`src/rtl/multicycle_maindec_if.sv`:
```
// Control bus between the multicycle main decoder and the datapath.
// The decoder sits on the slave modport. The datapath or bench sits on the
// master modport.
// The master drives the opcode from the instruction register and the
// memory-ready handshake.
// The slave returns the datapath control strobes, the mux selects, the
// illegal-opcode flag and the debug state code.
interface multicycle_maindec_if;
    logic [5:0] op;
    logic       mem_ready;
    logic       memwrite;
    logic       lord;
    logic       irwrite;
    logic       pcwrite;
    logic       branch;
    logic       branch_ne;
    logic       regdst;
    logic       memtoreg;
    logic       regwrite;
    logic       alusrca;
    logic [1:0] alusrcb;
    logic [1:0] pcsrc;
    logic [1:0] aluop;
    logic       illegal_op;
    logic [3:0] state_o;

    modport master (
        output op, mem_ready,
        input  memwrite, lord, irwrite, pcwrite, branch, branch_ne, regdst,
               memtoreg, regwrite, alusrca, alusrcb, pcsrc, aluop,
               illegal_op, state_o
    );

    modport slave (
        input  op, mem_ready,
        output memwrite, lord, irwrite, pcwrite, branch, branch_ne, regdst,
               memtoreg, regwrite, alusrca, alusrcb, pcsrc, aluop,
               illegal_op, state_o
    );
endinterface

```
`src/rtl/multicycle_maindec.sv`:
```
// Moore main control FSM for the multicycle MIPS datapath.
// Ports:
//   clk    rising-edge clock
//   reset  synchronous, active-high; every control output is forced to 0
//          while it is high
//   bus    slave side of multicycle_maindec_if
//          inputs:  op, mem_ready
//          outputs: control strobes, mux selects, illegal_op, state_o
// Controls are decoded from the state register. The only input-dependent
// terms are the mem_ready qualification of the FETCH strobes and the reset
// gating.
// Parameters:
//   BNE_EN   1 = opcode 000101 is BNE, 0 = it is illegal
//   TRAP_EN  1 = an illegal opcode parks the FSM in TRAP until reset
//            0 = illegal_op is flagged in DECODE only, then back to FETCH
module multicycle_maindec #(
    parameter logic BNE_EN  = 1'b1,
    parameter logic TRAP_EN = 1'b1
) (
    input logic                  clk,
    input logic                  reset,
    multicycle_maindec_if.slave  bus
);

    typedef enum logic [3:0] {
        S_FETCH   = 4'd0,
        S_DECODE  = 4'd1,
        S_MEMADR  = 4'd2,
        S_MEMRD   = 4'd3,
        S_MEMWB   = 4'd4,
        S_MEMWR   = 4'd5,
        S_RTYPEEX = 4'd6,
        S_RTYPEWB = 4'd7,
        S_BEQEX   = 4'd8,
        S_ADDIEX  = 4'd9,
        S_ADDIWB  = 4'd10,
        S_JEX     = 4'd11,
        S_BNEEX   = 4'd12,
        S_TRAP    = 4'd15
    } state_t;

    localparam logic [5:0] OP_RTYPE = 6'b000000;
    localparam logic [5:0] OP_LW    = 6'b100011;
    localparam logic [5:0] OP_SW    = 6'b101011;
    localparam logic [5:0] OP_BEQ   = 6'b000100;
    localparam logic [5:0] OP_BNE   = 6'b000101;
    localparam logic [5:0] OP_ADDI  = 6'b001000;
    localparam logic [5:0] OP_J     = 6'b000010;

    localparam state_t ILL_NEXT = (TRAP_EN == 1'b1) ? S_TRAP : S_FETCH;

    state_t     state_r;
    logic       op_illegal_s;
    logic       memwrite_s, lord_s, irwrite_s, pcwrite_s, branch_s;
    logic       branch_ne_s, regdst_s, memtoreg_s, regwrite_s, alusrca_s;
    logic       illegal_op_s;
    logic [1:0] alusrcb_s, pcsrc_s, aluop_s;

    // Opcode legality check, honouring the BNE enable.
    always_comb begin
        op_illegal_s = 1'b1;
        case (bus.op)
            OP_RTYPE, OP_LW, OP_SW, OP_BEQ, OP_ADDI, OP_J: op_illegal_s = 1'b0;
            OP_BNE:  op_illegal_s = (BNE_EN == 1'b1) ? 1'b0 : 1'b1;
            default: op_illegal_s = 1'b1;
        endcase
    end

    // State register and next-state logic.
    always_ff @(posedge clk) begin
        if (reset) begin
            state_r <= S_FETCH;
        end else begin
            case (state_r)
                S_FETCH:   state_r <= bus.mem_ready ? S_DECODE : S_FETCH;
                S_DECODE: begin
                    if (op_illegal_s) begin
                        state_r <= ILL_NEXT;
                    end else begin
                        case (bus.op)
                            OP_RTYPE:     state_r <= S_RTYPEEX;
                            OP_LW, OP_SW: state_r <= S_MEMADR;
                            OP_BEQ:       state_r <= S_BEQEX;
                            OP_ADDI:      state_r <= S_ADDIEX;
                            OP_J:         state_r <= S_JEX;
                            OP_BNE:       state_r <= S_BNEEX;
                            default:      state_r <= ILL_NEXT;
                        endcase
                    end
                end
                // The IR is not written here, so op still selects LW or SW.
                S_MEMADR:  state_r <= (bus.op == OP_LW) ? S_MEMRD : S_MEMWR;
                S_MEMRD:   state_r <= bus.mem_ready ? S_MEMWB : S_MEMRD;
                S_MEMWB:   state_r <= S_FETCH;
                S_MEMWR:   state_r <= bus.mem_ready ? S_FETCH : S_MEMWR;
                S_RTYPEEX: state_r <= S_RTYPEWB;
                S_RTYPEWB: state_r <= S_FETCH;
                S_BEQEX:   state_r <= S_FETCH;
                S_BNEEX:   state_r <= S_FETCH;
                S_ADDIEX:  state_r <= S_ADDIWB;
                S_ADDIWB:  state_r <= S_FETCH;
                S_JEX:     state_r <= S_FETCH;
                S_TRAP:    state_r <= S_TRAP;
                default:   state_r <= S_FETCH;
            endcase
        end
    end

    // Control decode from the state register. Reset forces every control
    // output low, so no write strobe can fire during reset.
    always_comb begin
        memwrite_s   = 1'b0;
        lord_s       = 1'b0;
        irwrite_s    = 1'b0;
        pcwrite_s    = 1'b0;
        branch_s     = 1'b0;
        branch_ne_s  = 1'b0;
        regdst_s     = 1'b0;
        memtoreg_s   = 1'b0;
        regwrite_s   = 1'b0;
        alusrca_s    = 1'b0;
        alusrcb_s    = 2'b00;
        pcsrc_s      = 2'b00;
        aluop_s      = 2'b00;
        illegal_op_s = 1'b0;
        if (!reset) begin
            case (state_r)
                S_FETCH: begin
                    alusrcb_s = 2'b01;
                    irwrite_s = bus.mem_ready;
                    pcwrite_s = bus.mem_ready;
                end
                S_DECODE: begin
                    alusrcb_s    = 2'b11;
                    illegal_op_s = (TRAP_EN == 1'b0) ? op_illegal_s : 1'b0;
                end
                S_MEMADR: begin
                    alusrca_s = 1'b1;
                    alusrcb_s = 2'b10;
                end
                S_MEMRD:  lord_s = 1'b1;
                S_MEMWB: begin
                    memtoreg_s = 1'b1;
                    regwrite_s = 1'b1;
                end
                S_MEMWR: begin
                    lord_s     = 1'b1;
                    memwrite_s = 1'b1;
                end
                S_RTYPEEX: begin
                    alusrca_s = 1'b1;
                    aluop_s   = 2'b10;
                end
                S_RTYPEWB: begin
                    regdst_s   = 1'b1;
                    regwrite_s = 1'b1;
                end
                S_BEQEX: begin
                    alusrca_s = 1'b1;
                    aluop_s   = 2'b01;
                    pcsrc_s   = 2'b01;
                    branch_s  = 1'b1;
                end
                S_BNEEX: begin
                    alusrca_s   = 1'b1;
                    aluop_s     = 2'b01;
                    pcsrc_s     = 2'b01;
                    branch_ne_s = 1'b1;
                end
                S_ADDIEX: begin
                    alusrca_s = 1'b1;
                    alusrcb_s = 2'b10;
                end
                S_ADDIWB: regwrite_s = 1'b1;
                S_JEX: begin
                    pcsrc_s   = 2'b10;
                    pcwrite_s = 1'b1;
                end
                S_TRAP:   illegal_op_s = 1'b1;
                default:  illegal_op_s = 1'b0;
            endcase
        end else begin
            illegal_op_s = 1'b0;
        end
    end

    assign bus.memwrite   = memwrite_s;
    assign bus.lord       = lord_s;
    assign bus.irwrite    = irwrite_s;
    assign bus.pcwrite    = pcwrite_s;
    assign bus.branch     = branch_s;
    assign bus.branch_ne  = branch_ne_s;
    assign bus.regdst     = regdst_s;
    assign bus.memtoreg   = memtoreg_s;
    assign bus.regwrite   = regwrite_s;
    assign bus.alusrca    = alusrca_s;
    assign bus.alusrcb    = alusrcb_s;
    assign bus.pcsrc      = pcsrc_s;
    assign bus.aluop      = aluop_s;
    assign bus.illegal_op = illegal_op_s;
    assign bus.state_o    = state_r;

endmodule

```
`src/flat_wrapper.sv`:
```
// flat-port wrapper written by rule: the top's interface ports become plain ports
module multicycle_maindec_flat 
#(
    parameter logic BNE_EN  = 1'b1,
    parameter logic TRAP_EN = 1'b1
)
  (clk, reset, bus_op, bus_mem_ready, bus_memwrite, bus_lord, bus_irwrite, bus_pcwrite, bus_branch, bus_branch_ne, bus_regdst, bus_memtoreg, bus_regwrite, bus_alusrca, bus_alusrcb, bus_pcsrc, bus_aluop, bus_illegal_op, bus_state_o);
  multicycle_maindec_if bus_i ();
  input logic clk;
  input logic reset;
  input wire logic [$bits(bus_i.op)-1:0] bus_op;
  input wire logic [$bits(bus_i.mem_ready)-1:0] bus_mem_ready;
  output wire logic [$bits(bus_i.memwrite)-1:0] bus_memwrite;
  output wire logic [$bits(bus_i.lord)-1:0] bus_lord;
  output wire logic [$bits(bus_i.irwrite)-1:0] bus_irwrite;
  output wire logic [$bits(bus_i.pcwrite)-1:0] bus_pcwrite;
  output wire logic [$bits(bus_i.branch)-1:0] bus_branch;
  output wire logic [$bits(bus_i.branch_ne)-1:0] bus_branch_ne;
  output wire logic [$bits(bus_i.regdst)-1:0] bus_regdst;
  output wire logic [$bits(bus_i.memtoreg)-1:0] bus_memtoreg;
  output wire logic [$bits(bus_i.regwrite)-1:0] bus_regwrite;
  output wire logic [$bits(bus_i.alusrca)-1:0] bus_alusrca;
  output wire logic [$bits(bus_i.alusrcb)-1:0] bus_alusrcb;
  output wire logic [$bits(bus_i.pcsrc)-1:0] bus_pcsrc;
  output wire logic [$bits(bus_i.aluop)-1:0] bus_aluop;
  output wire logic [$bits(bus_i.illegal_op)-1:0] bus_illegal_op;
  output wire logic [$bits(bus_i.state_o)-1:0] bus_state_o;
  assign bus_i.op = bus_op;
  assign bus_i.mem_ready = bus_mem_ready;
  assign bus_memwrite = bus_i.memwrite;
  assign bus_lord = bus_i.lord;
  assign bus_irwrite = bus_i.irwrite;
  assign bus_pcwrite = bus_i.pcwrite;
  assign bus_branch = bus_i.branch;
  assign bus_branch_ne = bus_i.branch_ne;
  assign bus_regdst = bus_i.regdst;
  assign bus_memtoreg = bus_i.memtoreg;
  assign bus_regwrite = bus_i.regwrite;
  assign bus_alusrca = bus_i.alusrca;
  assign bus_alusrcb = bus_i.alusrcb;
  assign bus_pcsrc = bus_i.pcsrc;
  assign bus_aluop = bus_i.aluop;
  assign bus_illegal_op = bus_i.illegal_op;
  assign bus_state_o = bus_i.state_o;
  multicycle_maindec #(.BNE_EN(BNE_EN), .TRAP_EN(TRAP_EN)) u_core (.clk(clk), .reset(reset), .bus(bus_i));
endmodule
```
`config.mk`:
```
export PLATFORM = sky130hd
export DESIGN_NAME = multicycle_maindec_flat
export DESIGN_NICKNAME = d
export VERILOG_FILES = /design/src/rtl/multicycle_maindec_if.sv /design/src/rtl/multicycle_maindec.sv /design/src/flat_wrapper.sv
export SDC_FILE = /design/constraint.sdc
export NUM_CORES = 1
export LEC_CHECK = 0
export CAP_MARGIN = 0
export CORE_AREA = 2 2 67 44
export CTS_BUF_LIST = sky130_fd_sc_hd__clkbuf_8 sky130_fd_sc_hd__clkbuf_16
export CTS_CLUSTER_SIZE = 14
export DETAILED_ROUTE_END_ITERATION = 16
export DIE_AREA = 0 0 69 46
export SYNTH_ARGS = -nofsm -noshare
export SYNTH_HDL_FRONTEND = slang
export SYNTH_SLANG_ARGS = --single-unit
```
`constraint.sdc`:
```
create_clock -name clk -period 1.72 [get_ports clk]
set_input_delay 0.258 -clock clk [delete_from_list [all_inputs] [get_ports clk]]
set_output_delay 0.258 -clock clk [all_outputs]
set_load 0.01 [all_outputs]
```
[Word-level counts from Yosys, hierarchy flattened]
Cells that the tools add are included.
W data, S select, Z words.
Cells by class
  add/sub/neg operators: 0
  $mul: 0
  divide/modulo/power cells: 0
  magnitude comparators: 0
  equal/unequal tests: 19
  shifts and indexed selects: 0
  multiplexer cells: 35
  bitwise gates (word level): 0
  reductions and logical operators: 9
Operators by type and width (count)
  $pmux W4 S8: 1
  $eq A4 B4 Y1 const B: 6
  $pmux W4 S6: 1
  $mux W1: 22
  $eq A4 B3 Y1 const B: 4
  $eq A6 B3 Y1 const B: 2
  $eq A6 B6 Y1 const B: 2
  $mux W3: 3
  $eq A4 B2 Y1 const B: 2
  $pmux W2 S2: 2
  $reduce_or A2 Y1: 4
  $reduce_or A7 Y1: 1
  $eq A6 B2 Y1 const B: 1
  $eq A6 B4 Y1 const B: 1
  $logic_not A6 Y1: 1
  $mux W2: 3
  $pmux W2 S3: 1
  $reduce_or A5 Y1: 1
  $eq A4 B1 Y1 const B: 1
  $logic_not A4 Y1: 1
  $mux W4: 1
  $reduce_or A3 Y1: 1
  $pmux W1 S2: 1
Word-level totals
  register bits after elaboration: 4
  bits in latches: 0
  bits in writable memories: 0
  ROM bits: 0
  input bits: 9
  output and inout port bits: 21
  word-level logic and storage cells: 64
  memories: 0

[Depth between registers and ports, before layout]
Gate-level depths: netlist (run 1).
  word-level depth: 5
  mapped depth: 6
  mapped depth without buffers: 4

[Least setup slack after synthesis (run 1)]
Ideal clock, no wire load.
  path kind: register -> output
  start point: reg u_core.state_r[0] (netlist: u_core.bus.state_o[0])
  end point: out bus_alusrcb[1]
  arrival: 1.159 ns
  data required time: 1.462 ns
  setup slack: 0.303 ns
  stages on the path, launching flop included: 5
  buffers on the path: 1
  cell sequence: dfxtp_1 -> buf_2 -> nor2b_1 -> nor2_1 -> nor3_1
On the way
  cells in the longest elaborated chain, start to end: 4
  elaborated cells between the ends (all ways): 7
  classes of those cells: eq/ne: 3; mux: 2; reduce/logical: 2
RTL lines
  from (decl): RTL line multicycle_maindec.sv:52  | state_t state_r;
  from (signal assigned): RTL line multicycle_maindec.sv:75  | S_FETCH: state_r <= bus.mem_ready ? S_DECODE : S_FETCH;
  from (signal assigned): RTL line multicycle_maindec.sv:92  | S_MEMADR: state_r <= (bus.op == OP_LW) ? S_MEMRD : S_MEMWR;
  from (signal assigned): RTL line multicycle_maindec.sv:93  | S_MEMRD: state_r <= bus.mem_ready ? S_MEMWB : S_MEMRD;
  $eq A4 B2 Y1 or $eq A4 B4 Y1 (tied branches): RTL line multicycle_maindec.sv:127  | case (state_r)
  $reduce_or A2 Y1 (no source line)
  $pmux W2 S3 *: RTL line multicycle_maindec.sv:127
  $mux W2 *: RTL line multicycle_maindec.sv:126  | if (!reset) begin
  to (decl): RTL line flat_wrapper.sv:23  | output wire logic [$bits(bus_i.alusrcb)-1:0] bus_alusrcb;
Every way passes the cells marked *; elsewhere a longest branch is shown, timed or not.

[Final worst setup path (run 1)]
  start point: reg u_core.state_r[0] (netlist: u_core.bus.state_o[0])
  end point: out bus_irwrite
On the way
  cells in the longest elaborated chain, start to end: 3
RTL lines
  $logic_not A4 Y1: RTL line multicycle_maindec.sv:127
  $mux W1: RTL line multicycle_maindec.sv:127
  $mux W1: RTL line multicycle_maindec.sv:126
  to (decl): RTL line flat_wrapper.sv:15  | output wire logic [$bits(bus_i.irwrite)-1:0] bus_irwrite;
No other way between the ends.

==> results.txt, run 1 <==
----------------------------------------------------
[Status]
  Status ... completed

[Clocking]
  H-tree level count ... 1
  Max Root-Sink Buffers ... 2
  Post-CTS Hold Buffers ... 0
  Worst-Skew Late Latency ... 0.22 ns
  Num CTS Buffers ... 3
  Clock slew at reported path FFs ... 0.03 ns
  CTS root buf ... clkbuf_8
  CTS tree ... done
  Buffer count from post-CTS setup fixing ... 0
  Number of sinks driven by the clock tree ... 4

[GRT]
  Initial antenna violation count ... 0
  Largest net degree at the start of global routing ... 8
  Via count of the first global-routing pass ... 841
  Total track usage ... 16.0%
  First-pass GRT wire length ... 3910 um
  Total grt overflow ... 0

[Critical path]
  Class of the most critical setup path ... reg -> out
  Endpoint of the worst register-to-register path ... u_core.bus.state_o[2]
  Reg-to-reg setup timing slack ... 0.14 ns
  Last element of the critical path ... bus_irwrite
  Maximum fanout along the worst path ... 6
  Critical path startpoint ... u_core.bus.state_o[0]
  Data required time at the worst endpoint ... 1.46 ns
  Worst Setup End Kind ... output port
  Data arrival time of the critical path ... about 1.4 ns
  Kind of start point of the critical path ... flop
  Worst R2R Start ... u_core.bus.state_o[0]
  Depth of the most critical reg-to-reg path ... 7

[STA]
  Final setup violation count ... 0
  Timing-limited maximum frequency ... between 500 and 600 MHz
  Final Slew Violations ... 0
  Final period demand of the worst path ... 1.67 ns
  Summed negative setup slack over all endpoints ... 0 ns
  Share of the clock period used by the worst path ... 97.3%
  Final Hold Fails ... 0
  Layout Skew ... 0.000669 ns
  Final worst slack ... 0.0467 ns
  Worst-Margin Slew ... 0.375 ns
  RSZ-0062 raised after global routing ... no
  Worst slew margin relative to its limit ... 74.6%

[Route]
  Final routed wire length divided by cell count ... ~14 um
  Final antenna-violating net count ... 0
  1st-iter DRT viols ... 29
  Post-detailed-routing wire length ... 2540 um
  Router iterations before antenna repair ... 4
  Overall via count from detail_route ... between 900 and 1,000
  Via-to-Cell Ratio ... 4.97
  DRC ... 0

[Floorplanning]
  Area inside the core boundary ... 2630 um^2
  Horiz. Die Dim ... around 69 um
  Vertical die dimension ... 46 um
  Die area ... 3170 um^2
  Site Rows ... 15
  Starting Density ... 23.3%
  Number of I/O pins ... 30

[Yosys]
  Syn_nets ... approximately 100
  Number of enable-type register cells in the synthesized netlist ... 0
  Number of distinct standard cells referenced by the synthesized netlist ... 36
  Synth Instances ... 95
  Synth async-reset ratio ... 0%
  Main synth FF type ... dfxtp_1
  Flip-flop and latch count after synthesis ... 4
  Synthesized cell area ... around 610 um^2
  Mean instance size in the synthesized netlist ... about 6.5 um^2
  Part of the Yosys area used for sequential elements ... 13.1%
  Count of synthesis-stage warnings from yosys ... 0

[Place]
  Routability Congestion ... 0.851
  Post-detailed-placement half-perimeter wirelength ... 1990 um
  Number of buffer cells added on primary ports ... 29
  Dpl ws ... -0.355 ns

[Power]
  Leakage power ... 0.567 nW
  P per Cell Area ... 1310 nW/um^2
  IR drop worst, VDD ... roughly 0.00044 V
  Total power after layout ... 1.58 mW

[Final layout]
  Area Growth Syn to Fin ... 95.9%
  Number of flip-flops in the largest register ... 4
  Number of diodes added for antenna fixing ... 0
  Number of nets in the final layout ... 162
  Share of cells above drive strength 1 ... 35.8%

[Job]
  Number of maximum-capacitance violations ... 0

[Worst hold path]
  Hold/Removal Path Class ... reg -> reg

----------------------------------------------------
routing by layer:
metal  up-vias  routed length, um  GRT usage (%)
li1        462                  -              -
met1       433               1290           22.0
met2        18               1110           24.8
met3         6                 93           2.88
met4         0                 54           7.06
met5         -                  0              0
cell type report:
class	instances	area, um^2
flip-flops and latches	4	90.1
repair buffers	63	508
well taps	34	42.5
inverters	2	7.51
clock buffers	3	41.3
multi-input cells	79	512
fillers	277	1430
critical path, cell delays in order (launching register included):
cell           delay, ns
dfxtp_4             0.36
buf_4               0.16
nor3_4              0.21
and3_1              0.19
dlygate4sd2_1       0.27
cell usage in the layout, fill, tap and decap left out, drive strengths merged, types with 3 or more instances in the layout:
master          n
dfxtp           4
clkdlybuf4s50  10
nand2           5
o21ai           5
clkbuf          4
a21o            3
and3            3
nor2b           3
dlygate4sd2    12
nand2b          4
buf            38
nor2           16
nor4            3
a31oi           5
nor3            7
Yosys cell counts (all sizes together) (2+ instances only):
| master | number | share of area, % |
|---|---|---|
| nand2 | 5 | 3.1 |
| nor3 | 7 | 5.7 |
| nor4 | 3 | 3.1 |
| a31oi | 5 | 5.1 |
| nand2b | 4 | 4.1 |
| inv | 2 | 1.2 |
| nand4 | 2 | 2.0 |
| clkbuf | 2 | 1.2 |
| a21oi | 2 | 1.6 |
| nor3b | 2 | 4.1 |
| a21o | 3 | 3.7 |
| nor2b | 3 | 3.1 |
| o21ai | 5 | 4.1 |
| nor2 | 16 | 9.8 |
| buf | 8 | 7.3 |
| a31o | 2 | 2.9 |
| and3 | 3 | 3.1 |
| o41ai | 2 | 2.9 |
| dfxtp | 4 | 13 |
through the flow:
step	util, %	instance area, um^2	hold slack [ns]	std cells
2_1_floorplan	-	613	0.482	95
3_3_place_gp	43.7	1150	0.698	182
3_5_place_dp	43.7	1150	0.719	182
4_1_cts	45.8	1200	0.685	185
5_1_grt	45.7	1200	0.716	185
6_report	45.7	1200	0.697	185
how the worst min path moves through the flow:
stage | from | endpoint | cells past startpoint
after detailed placement | u_core.bus.state_o[2] | u_core.bus.state_o[0] | 3
after global placement | u_core.bus.state_o[2] | u_core.bus.state_o[0] | 3
after global routing | u_core.bus.state_o[0] | u_core.bus.state_o[3] | 2
after floorplan | bus_op[4] | u_core.bus.state_o[1] | 2
after CTS | u_core.bus.state_o[0] | u_core.bus.state_o[1] | 3
final | u_core.bus.state_o[0] | u_core.bus.state_o[1] | 3
power breakdown:
group / leakage (nW) / switching [mW] / internal [mW]
registers: 0.0350 / 0.0602 / 0.143
logic: 0.511 / 0.540 / 0.628
clock network: 0.0216 / 0.0549 / 0.150
total: 0.567 / 0.655 / 0.920
logic make-up after synthesis:
kind of cell	after synthesis	synth area share, %
buffers and inverters	12	9.80
flip-flops	4	13.1
AO/OA/AOI/OAI	24	26.9
multiplexers	1	1.63
AND/OR/NAND/NOR	52	45.7
XOR/XNOR	2	2.86
what timing repair did:
| item | CTS | global route |
|---|---|---|
| pin swaps | 0 | 1 |
| gates resized for setup | 39 | 9 |
| setup endpoints to repair | 19 | 5 |
Power figures use the tool's default switching activity.
==> run 2: changes to the inputs <==
--- a/config.mk
+++ b/config.mk
@@ -5,12 +5,13 @@
 export SDC_FILE = /design/constraint.sdc
 export NUM_CORES = 1
 export LEC_CHECK = 0
+export ABC_AREA = 1
 export CAP_MARGIN = 0
-export CORE_AREA = 2 2 67 44
+export CORE_AREA = 2 2 66 43
 export CTS_BUF_LIST = sky130_fd_sc_hd__clkbuf_8 sky130_fd_sc_hd__clkbuf_16
 export CTS_CLUSTER_SIZE = 14
 export DETAILED_ROUTE_END_ITERATION = 16
-export DIE_AREA = 0 0 69 46
+export DIE_AREA = 0 0 68 45
 export SYNTH_ARGS = -nofsm -noshare
 export SYNTH_HDL_FRONTEND = slang
 export SYNTH_SLANG_ARGS = --single-unit
==> results.txt, run 2 <==
----------------------------------------------------
[STA]
  RSZ-0062 raised after global routing ... no (unchanged)
  Final setup violation count ... 0 (unchanged)
  Share of the clock period used by the worst path ... 93.9% (was 97.3%)
  Final period demand of the worst path ... 1.62 ns (was 1.67 ns)
  Timing-limited maximum frequency ... 619 MHz (was 598 MHz)
  Final Slew Violations ... 0 (unchanged)
  Final Hold Fails ... 0 (unchanged)
  Layout Skew ... 0.00307 ns (was 0.000669 ns)
  Worst slew margin relative to its limit ... 86.3% (was 74.6%)
  Worst-Margin Slew ... 0.205 ns (was 0.375 ns)

[Route]
  DRC ... 0 (unchanged)
  Final antenna-violating net count ... 0 (unchanged)
  Via-to-Cell Ratio ... 4.31 (was 4.97)
  Final routed wire length divided by cell count ... 10.6 um (was 13.7 um)
  Post-detailed-routing wire length ... 2040 um (was 2540 um)
  1st-iter DRT viols ... 29 (unchanged)
  Overall via count from detail_route ... 832 (was 919)
  Router iterations before antenna repair ... 5 (was 4)

[Clocking]
  Number of sinks driven by the clock tree ... 4 (unchanged)
  CTS root buf ... clkbuf_8 (unchanged)
  Worst-Skew Late Latency ... 0.22 ns (about the same)
  Buffer count from post-CTS setup fixing ... 0 (unchanged)
  Post-CTS Hold Buffers ... 0 (unchanged)
  H-tree level count ... 1 (unchanged)
  Max Root-Sink Buffers ... 2 (unchanged)
  Clock slew at reported path FFs ... 0.03 ns (about the same)
  CTS tree ... done (unchanged)
  Num CTS Buffers ... 3 (unchanged)

[Final layout]
  Combined area of the multi-input logic cells ... 435 um^2 (was 512 um^2)
  Fin cells ... 193 (was 185)
  Number of diodes added for antenna fixing ... 0 (unchanged)
  Layout filler cell count ... 257 (was 277)
  Commonest non-fill, non-tap cell in the layout ... nor2_1 (was buf_4)
  Area Growth Syn to Fin ... 86.1% (was 95.9%)
  Number of nets in the final layout ... 172 (was 162)
  Post-route standard cell area excluding fillers ... 1100 um^2 (was 1200 um^2)
  Number of flip-flops in the largest register ... 4 (unchanged)
  Most frequent cells in the layout ... nor2_1, buf_4, nand2_1 (was buf_4, nor2_1, dlygate4sd2_1)
  Combined flip-flop and latch cell area ... 83.8 um^2 (was 90.1 um^2)
  Share of cells above drive strength 1 ... 36.6% (was 35.8%)

[Worst hold path]
  Hold/Removal Path Class ... in -> reg (was reg -> reg)
  Hold-critical path depth ... 3 (unchanged)
  Worst min-delay path startpoint ... reset (was u_core.bus.state_o[0])
  End point of the most critical hold path ... u_core.bus.state_o[0] (was u_core.bus.state_o[1])

[Critical path]
  Slowest Stage Delay on Critical Path ... 0.32 ns (was 0.36 ns)
  Endpoint of the worst register-to-register path ... u_core.bus.state_o[2] (unchanged)
  Worst R2R Start ... u_core.bus.state_o[3] (was u_core.bus.state_o[0])
  Maximum fanout along the worst path ... 4 (was 6)
  Data required time at the worst endpoint ... 1.46 ns (about the same)
  Data arrival time of the critical path ... 1.36 ns (was 1.42 ns)
  Worst Path Buf+Inv ... 3 (was 2)
  Reg-to-reg setup timing slack ... 0.46 ns (was 0.14 ns)
  Depth of the most critical reg-to-reg path ... 8 (was 7)
  Class of the most critical setup path ... reg -> out (unchanged)
  Kind of start point of the critical path ... flop (unchanged)
  Delay-heaviest family, CP ... buffers and inverters (unchanged)
  Cell with the largest stage delay on the worst path ... dfxtp_1 (was dfxtp_4)
  Worst Setup End Kind ... output port (unchanged)
  Cells traversed along the worst timing path ... inv_2, nand2_1, inv_1, nand2_1, nor2_1, dlygate4sd2_1 (was buf_4, nor3_4, and3_1, dlygate4sd2_1)
  Crit-path most repeated cell ... nand2_1

[Place]
  Post-detailed-placement half-perimeter wirelength ... 1710 um (was 1990 um)
  Routability Congestion ... 0.870 (was 0.851)
  Number of buffer cells added on primary ports ... 29 (unchanged)
  Placed cell area ... 1080 um^2 (was 1150 um^2)
  Placed Cells incl. Taps ... 190 (was 182)

[Yosys]
  Synth Instances ... 108 (was 95)
  Top-count cell post-synth ... nor2_1 (unchanged)
  Number of enable-type register cells in the synthesized netlist ... 0 (unchanged)
  Main synth FF type ... dfxtp_1 (unchanged)
  Number of distinct standard cells referenced by the synthesized netlist ... 24 (was 36)
  Largest cells by area after synthesis ... nor2_1, dfxtp_1, nand2_1 (was dfxtp_1, nor2_1, nor3_1)
  Count of synthesis-stage warnings from yosys ... 0 (unchanged)
  Area share of the largest cell type after synthesis ... 15.2% (was 13.1%)
  Area leader, netlist ... nor2_1 (was dfxtp_1)
  Part of the Yosys area used for sequential elements ... 13.5% (was 13.1%)
  Mean instance size in the synthesized netlist ... 5.49 um^2 (was 6.45 um^2)
  Synthesized cell area ... 593 um^2 (was 613 um^2)
  Syn_nets ... 117 (was 104)
  Most common library cells after synthesis ... nor2_1, nand2_1, inv_1 (was nor2_1, nor3_1, buf_2)
  Flip-flop and latch count after synthesis ... 4 (unchanged)
  Synth async-reset ratio ... 0% (unchanged)

[Floorplanning]
  Horiz. Die Dim ... 68 um (was 69 um)
  Vertical die dimension ... 45 um (was 46 um)
  Area inside the core boundary ... 2420 um^2 (was 2630 um^2)
  Number of I/O pins ... 30 (unchanged)
  Die area ... 3060 um^2 (was 3170 um^2)
  Site Rows ... 14 (was 15)
  Starting Density ... 24.5% (was 23.3%)

[GRT]
  Largest net degree at the start of global routing ... 14 (was 8)
  Via count of the first global-routing pass ... 797 (was 841)
  Initial antenna violation count ... 0 (unchanged)
  Total grt overflow ... 0 (unchanged)
  First-pass GRT wire length ... 3470 um (was 3910 um)
  Total track usage ... 15.2% (was 16.0%)

[Power]
  P per Cell Area ... 1180 nW/um^2 (was 1310 nW/um^2)
  IR drop worst, VDD ... 0.000572 V (was 0.000438 V)
  Total power after layout ... 1.30 mW (was 1.58 mW)
  Leakage power ... 0.584 nW (was 0.567 nW)

[Status]
  Status ... completed (unchanged)

[Job]
  Number of maximum-capacitance violations ... 0 (unchanged)

----------------------------------------------------
run 2: cell types whose count changed after synthesis, sizes merged, moves of 4 or more:
cell,change
a21oi,+4
nand2,+20
nand3,+8
buf,-7
inv,+16
nand2b,-4
nor2,+14
a31oi,-4
run 2: what timing repair did:
action                     CTS  global route
setup endpoints to repair   17             6
gates resized for setup     28             8
cloned                       0             0
pin swaps                    0             0
run 2: cell families (layout without fill, tap and decap cells):
family,count (synthesis),after routing,share of synthesized area [%]
compound gates,14,14,15.0
buf+inv,21,74,13.9
flops,4,4,13.5
simple gates,69,69,57.6
run 2: worst max path at each step:
stage	startpoint	cells after the start	end
after CTS	bus_mem_ready	6	bus_pcwrite
after floorplan	u_core.bus.state_o[0]	6	bus_regwrite
final	u_core.bus.state_o[1]	6	bus_branch
after detailed placement	bus_mem_ready	6	bus_pcwrite
after global routing	u_core.bus.state_o[1]	6	bus_branch
after global placement	bus_mem_ready	6	bus_pcwrite
run 2: final cells by class:
cell class	count	area share, %
multi-input cells	83	39.5
repair buffers	52	39.1
flip-flops and latches	4	7.60
inverters	19	6.46
clock buffers	3	3.74
well taps	32	3.63
run 2: where the power goes:
part / internal [mW] / switching (mW)
sequential: 0.137 / 0.0684
clock: 0.149 / 0.0467
combinational: 0.442 / 0.458
total: 0.728 / 0.573
run 2: worst reg2reg max path, delay by kind of cell (launching register included):
family                 cells  cell delay, ns
flip-flops                 1            0.39
AND/OR/NAND/NOR            3            0.30
AO/OA/AOI/OAI              2            0.22
buffers and inverters      3            0.22
run 2: routing by layer:
metal  vias to the layer above  wire length [um]  part of all wire [%]  track usage, %
met2                        23               813                    40            23.3
met4                         0                 0                     0               0
met1                       363              1090                    54            21.5
li1                        446                 -                     -               -
met3                         0               130                   6.4            5.99
met5                         -                 0                     0               0
run 2: through the flow:
step	utilization (%)	setup WS [ns]	hold slack (ns)	TNS, ns
CTS	46.3	0.000189	0.743	0
floorplan	-	0.311	0.518	0
global route	45.7	0.000449	0.530	0
global placement	44.9	-0.285	0.776	-2.56
detailed placement	44.9	-0.306	0.760	-2.68
finish	45.7	0.104	0.466	0
==> run 3: changes to the inputs <==
--- a/config.mk
+++ b/config.mk
@@ -12,6 +12,8 @@
 export CTS_CLUSTER_SIZE = 14
 export DETAILED_ROUTE_END_ITERATION = 16
 export DIE_AREA = 0 0 68 45
+export HOLD_SLACK_MARGIN = 0.05
+export SETUP_SLACK_MARGIN = 0.15
 export SYNTH_ARGS = -nofsm -noshare
 export SYNTH_HDL_FRONTEND = slang
 export SYNTH_SLANG_ARGS = --single-unit
==> results.txt, run 3 (same netlist as run 2, synthesis figures left out) <==
----------------------------------------------------
[Status]
  Status ... completed (unchanged)

[GRT]
  Initial antenna violation count ... 0 (unchanged)
  First-pass GRT wire length ... 3550 um (was 3470 um)
  Total grt overflow ... 0 (unchanged)
  Largest net degree at the start of global routing ... 14 (unchanged)
  Total track usage ... 15.5% (was 15.2%)
  Via count of the first global-routing pass ... 817 (was 797)

[Power]
  P per Cell Area ... 1230 nW/um^2 (was 1180 nW/um^2)
  Leakage power ... 0.557 nW (was 0.584 nW)
  IR drop worst, VDD ... 0.000536 V (was 0.000572 V)

[Critical path]
  Endpoint of the worst register-to-register path ... u_core.bus.state_o[0] (was u_core.bus.state_o[2])
  Cells traversed along the worst timing path ... nor2_4, buf_4, nand2_2, a21oi_1, clkdlybuf4s15_2 (was inv_2, nand2_1, inv_1, nand2_1, nor2_1, dlygate4sd2_1)
  Critical path startpoint ... u_core.bus.state_o[3] (was u_core.bus.state_o[1])
  Last element of the critical path ... bus_lord (was bus_branch)
  Stages on worst setup path ... 5 (was 6)
  Maximum fanout along the worst path ... 5 (was 4)
  Class of the most critical setup path ... reg -> out (unchanged)
  Slowest Stage Delay on Critical Path ... 0.35 ns (was 0.32 ns)
  Data required time at the worst endpoint ... 1.46 ns (about the same)
  Delay-heaviest family, CP ... buffers and inverters (unchanged)
  Reg-to-reg setup timing slack ... 0.46 ns (about the same)
  Data arrival time of the critical path ... 1.28 ns (was 1.36 ns)
  Cell with the largest stage delay on the worst path ... dfxtp_2 (was dfxtp_1)
  Worst Setup End Kind ... output port (unchanged)
  Worst R2R Start ... u_core.bus.state_o[3] (unchanged)
  Worst Path Buf+Inv ... 2 (was 3)
  Kind of start point of the critical path ... flop (unchanged)
  Depth of the most critical reg-to-reg path ... 8 (unchanged)

[Worst hold path]
  Hold/Removal Path Class ... in -> reg (unchanged)

[STA]
  Final period demand of the worst path ... 1.54 ns (was 1.62 ns)
  Timing-limited maximum frequency ... 651 MHz (was 619 MHz)
  Worst-Margin Slew ... 0.209 ns (was 0.205 ns)
  Layout Skew ... 0.00276 ns (was 0.00307 ns)
  Share of the clock period used by the worst path ... 89.3% (was 93.9%)
  Final setup violation count ... 0 (unchanged)
  Final worst slack ... 0.183 ns (was 0.104 ns)
  RSZ-0062 raised after global routing ... yes (was no)
  Final Slew Violations ... 0 (unchanged)
  Final Hold Fails ... 0 (unchanged)
  Final Hold Slack ... 0.578 ns (was 0.466 ns)
  Worst slew margin relative to its limit ... 86.0% (was 86.3%)

[Route]
  Router iterations before antenna repair ... 4 (was 5)
  Overall via count from detail_route ... 868 (was 832)
  Post-detailed-routing wire length ... 2060 um (was 2040 um)
  Final routed wire length divided by cell count ... 10.6 um (about the same)
  DRC ... 0 (unchanged)
  1st-iter DRT viols ... 24 (was 29)
  Via-to-Cell Ratio ... 4.45 (was 4.31)
  Final antenna-violating net count ... 0 (unchanged)

[Final layout]
  Number of flip-flops in the largest register ... 4 (unchanged)
  Layout filler cell count ... 262 (was 257)
  Number of diodes added for antenna fixing ... 0 (unchanged)
  Most frequent cells in the layout ... buf_4, nor2_1, nand2_1 (was nor2_1, buf_4, nand2_1)
  Share of cells above drive strength 1 ... 47.2% (was 36.6%)
  Number of nets in the final layout ... 174 (was 172)
  Area Growth Syn to Fin ... 86.9% (was 86.1%)
  Commonest non-fill, non-tap cell in the layout ... buf_4 (was nor2_1)
  Post-route standard cell area excluding fillers ... 1110 um^2 (was 1100 um^2)
  Post-layout util ... 45.9% (was 45.7%)

[Clocking]
  Post-CTS Hold Buffers ... 0 (unchanged)
  Number of sinks driven by the clock tree ... 4 (unchanged)
  Worst-Skew Late Latency ... 0.22 ns (about the same)
  CTS root buf ... clkbuf_8 (unchanged)
  H-tree level count ... 1 (unchanged)
  Max Root-Sink Buffers ... 2 (unchanged)
  Num CTS Buffers ... 3 (unchanged)
  CTS tree ... done (unchanged)
  Clock slew at reported path FFs ... 0.03 ns (about the same)

[Floorplanning]
  Die area ... 3060 um^2 (unchanged)
  Site Rows ... 14 (unchanged)
  Number of I/O pins ... 30 (unchanged)
  Starting Density ... 24.5% (unchanged)
  Horiz. Die Dim ... 68 um (unchanged)
  Area inside the core boundary ... 2420 um^2 (unchanged)
  Vertical die dimension ... 45 um (unchanged)

[Place]
  Routability Congestion ... 0.870 (unchanged)
  Post-detailed-placement half-perimeter wirelength ... 1710 um (unchanged)
  Dpl ws ... -0.306 ns (unchanged)
  Number of buffer cells added on primary ports ... 29 (unchanged)
  Placed cell area ... 1080 um^2 (unchanged)

[Job]
  Number of maximum-capacitance violations ... 0 (unchanged)

----------------------------------------------------
[run 3: changes by cell type in the layout (fill, tap and decap cells not counted), moves of 3 or more]
| cell | previous run | this run |
|---|---|---|
| dlygate4sd2_1 | 12 | 3 |
| clkbuf_2 | 3 | 8 |
| buf_2 | 1 | 5 |
| dfxtp_4 | 0 | 3 |
| nor2_1 | 24 | 21 |
| nor2_2 | 3 | 6 |
[run 3: power breakdown]
group | switching [mW] | leakage (nW) | internal [mW]
clock | 0.0476 | 0.0216 | 0.149
combinational | 0.478 | 0.501 | 0.469
sequential | 0.0734 | 0.0353 | 0.150
total | 0.599 | 0.557 | 0.768
[run 3: how the worst min path moves through the flow]
stage                                      from                     to  slack [ns]  depth (start not counted)
after floorplan                       bus_op[5]  u_core.bus.state_o[3]        0.52                          3
after global placement    u_core.bus.state_o[3]  u_core.bus.state_o[3]        0.78                          4
after detailed placement  u_core.bus.state_o[3]  u_core.bus.state_o[3]        0.76                          4
after CTS                                 reset  u_core.bus.state_o[0]        0.58                          3
after global routing                      reset  u_core.bus.state_o[1]        0.62                          3
final                                     reset  u_core.bus.state_o[1]        0.58                          3
[run 3: metal layers]
metal  up-vias  global-route usage [%]  wire length (um)
li1        453                       -                 -
met1       386                    22.0              1070
met2        29                    23.9               834
met3         0                    5.74               155
met4         0                       0                 0
met5         -                       0                 0
[run 3: area by class of cell]
cell class,instances,area [um^2],area share (%)
Timing Repair Buffer,54,410,37.0
Sequential cell,4,92.6,8.35
Inverter,19,73.8,6.66
Clock buffer,3,41.3,3.72
Multi-Input combinational cell,83,450,40.6
Tap cell,32,40.0,3.61
[run 3: repair_timing]
| action | CTS | global route |
|---|---|---|
| endpoints found under the hold margin | 0 | 0 |
| gates resized for setup | 49 | 25 |
| setup endpoints to repair | 19 | 17 |
| buffers inserted | 2 | 0 |
| pin swaps | 1 | 1 |
[run 3: worst min-delay path, cell delays in order]
cell	delay, ns
dlygate4sd2_1	0.23
buf_4	0.21
a21oi_1	0.05
[run 3: stage by stage]
step / TNS (ns) / cells / total power [mW]
4_1_cts: 0 / 195 / 1.34
3_3_place_gp: -2.56 / 190 / 1.13
5_1_grt: 0 / 195 / 1.47
3_5_place_dp: -2.68 / 190 / 1.14
2_1_floorplan: 0 / 108 / 0.643
6_report: 0 / 195 / 1.37
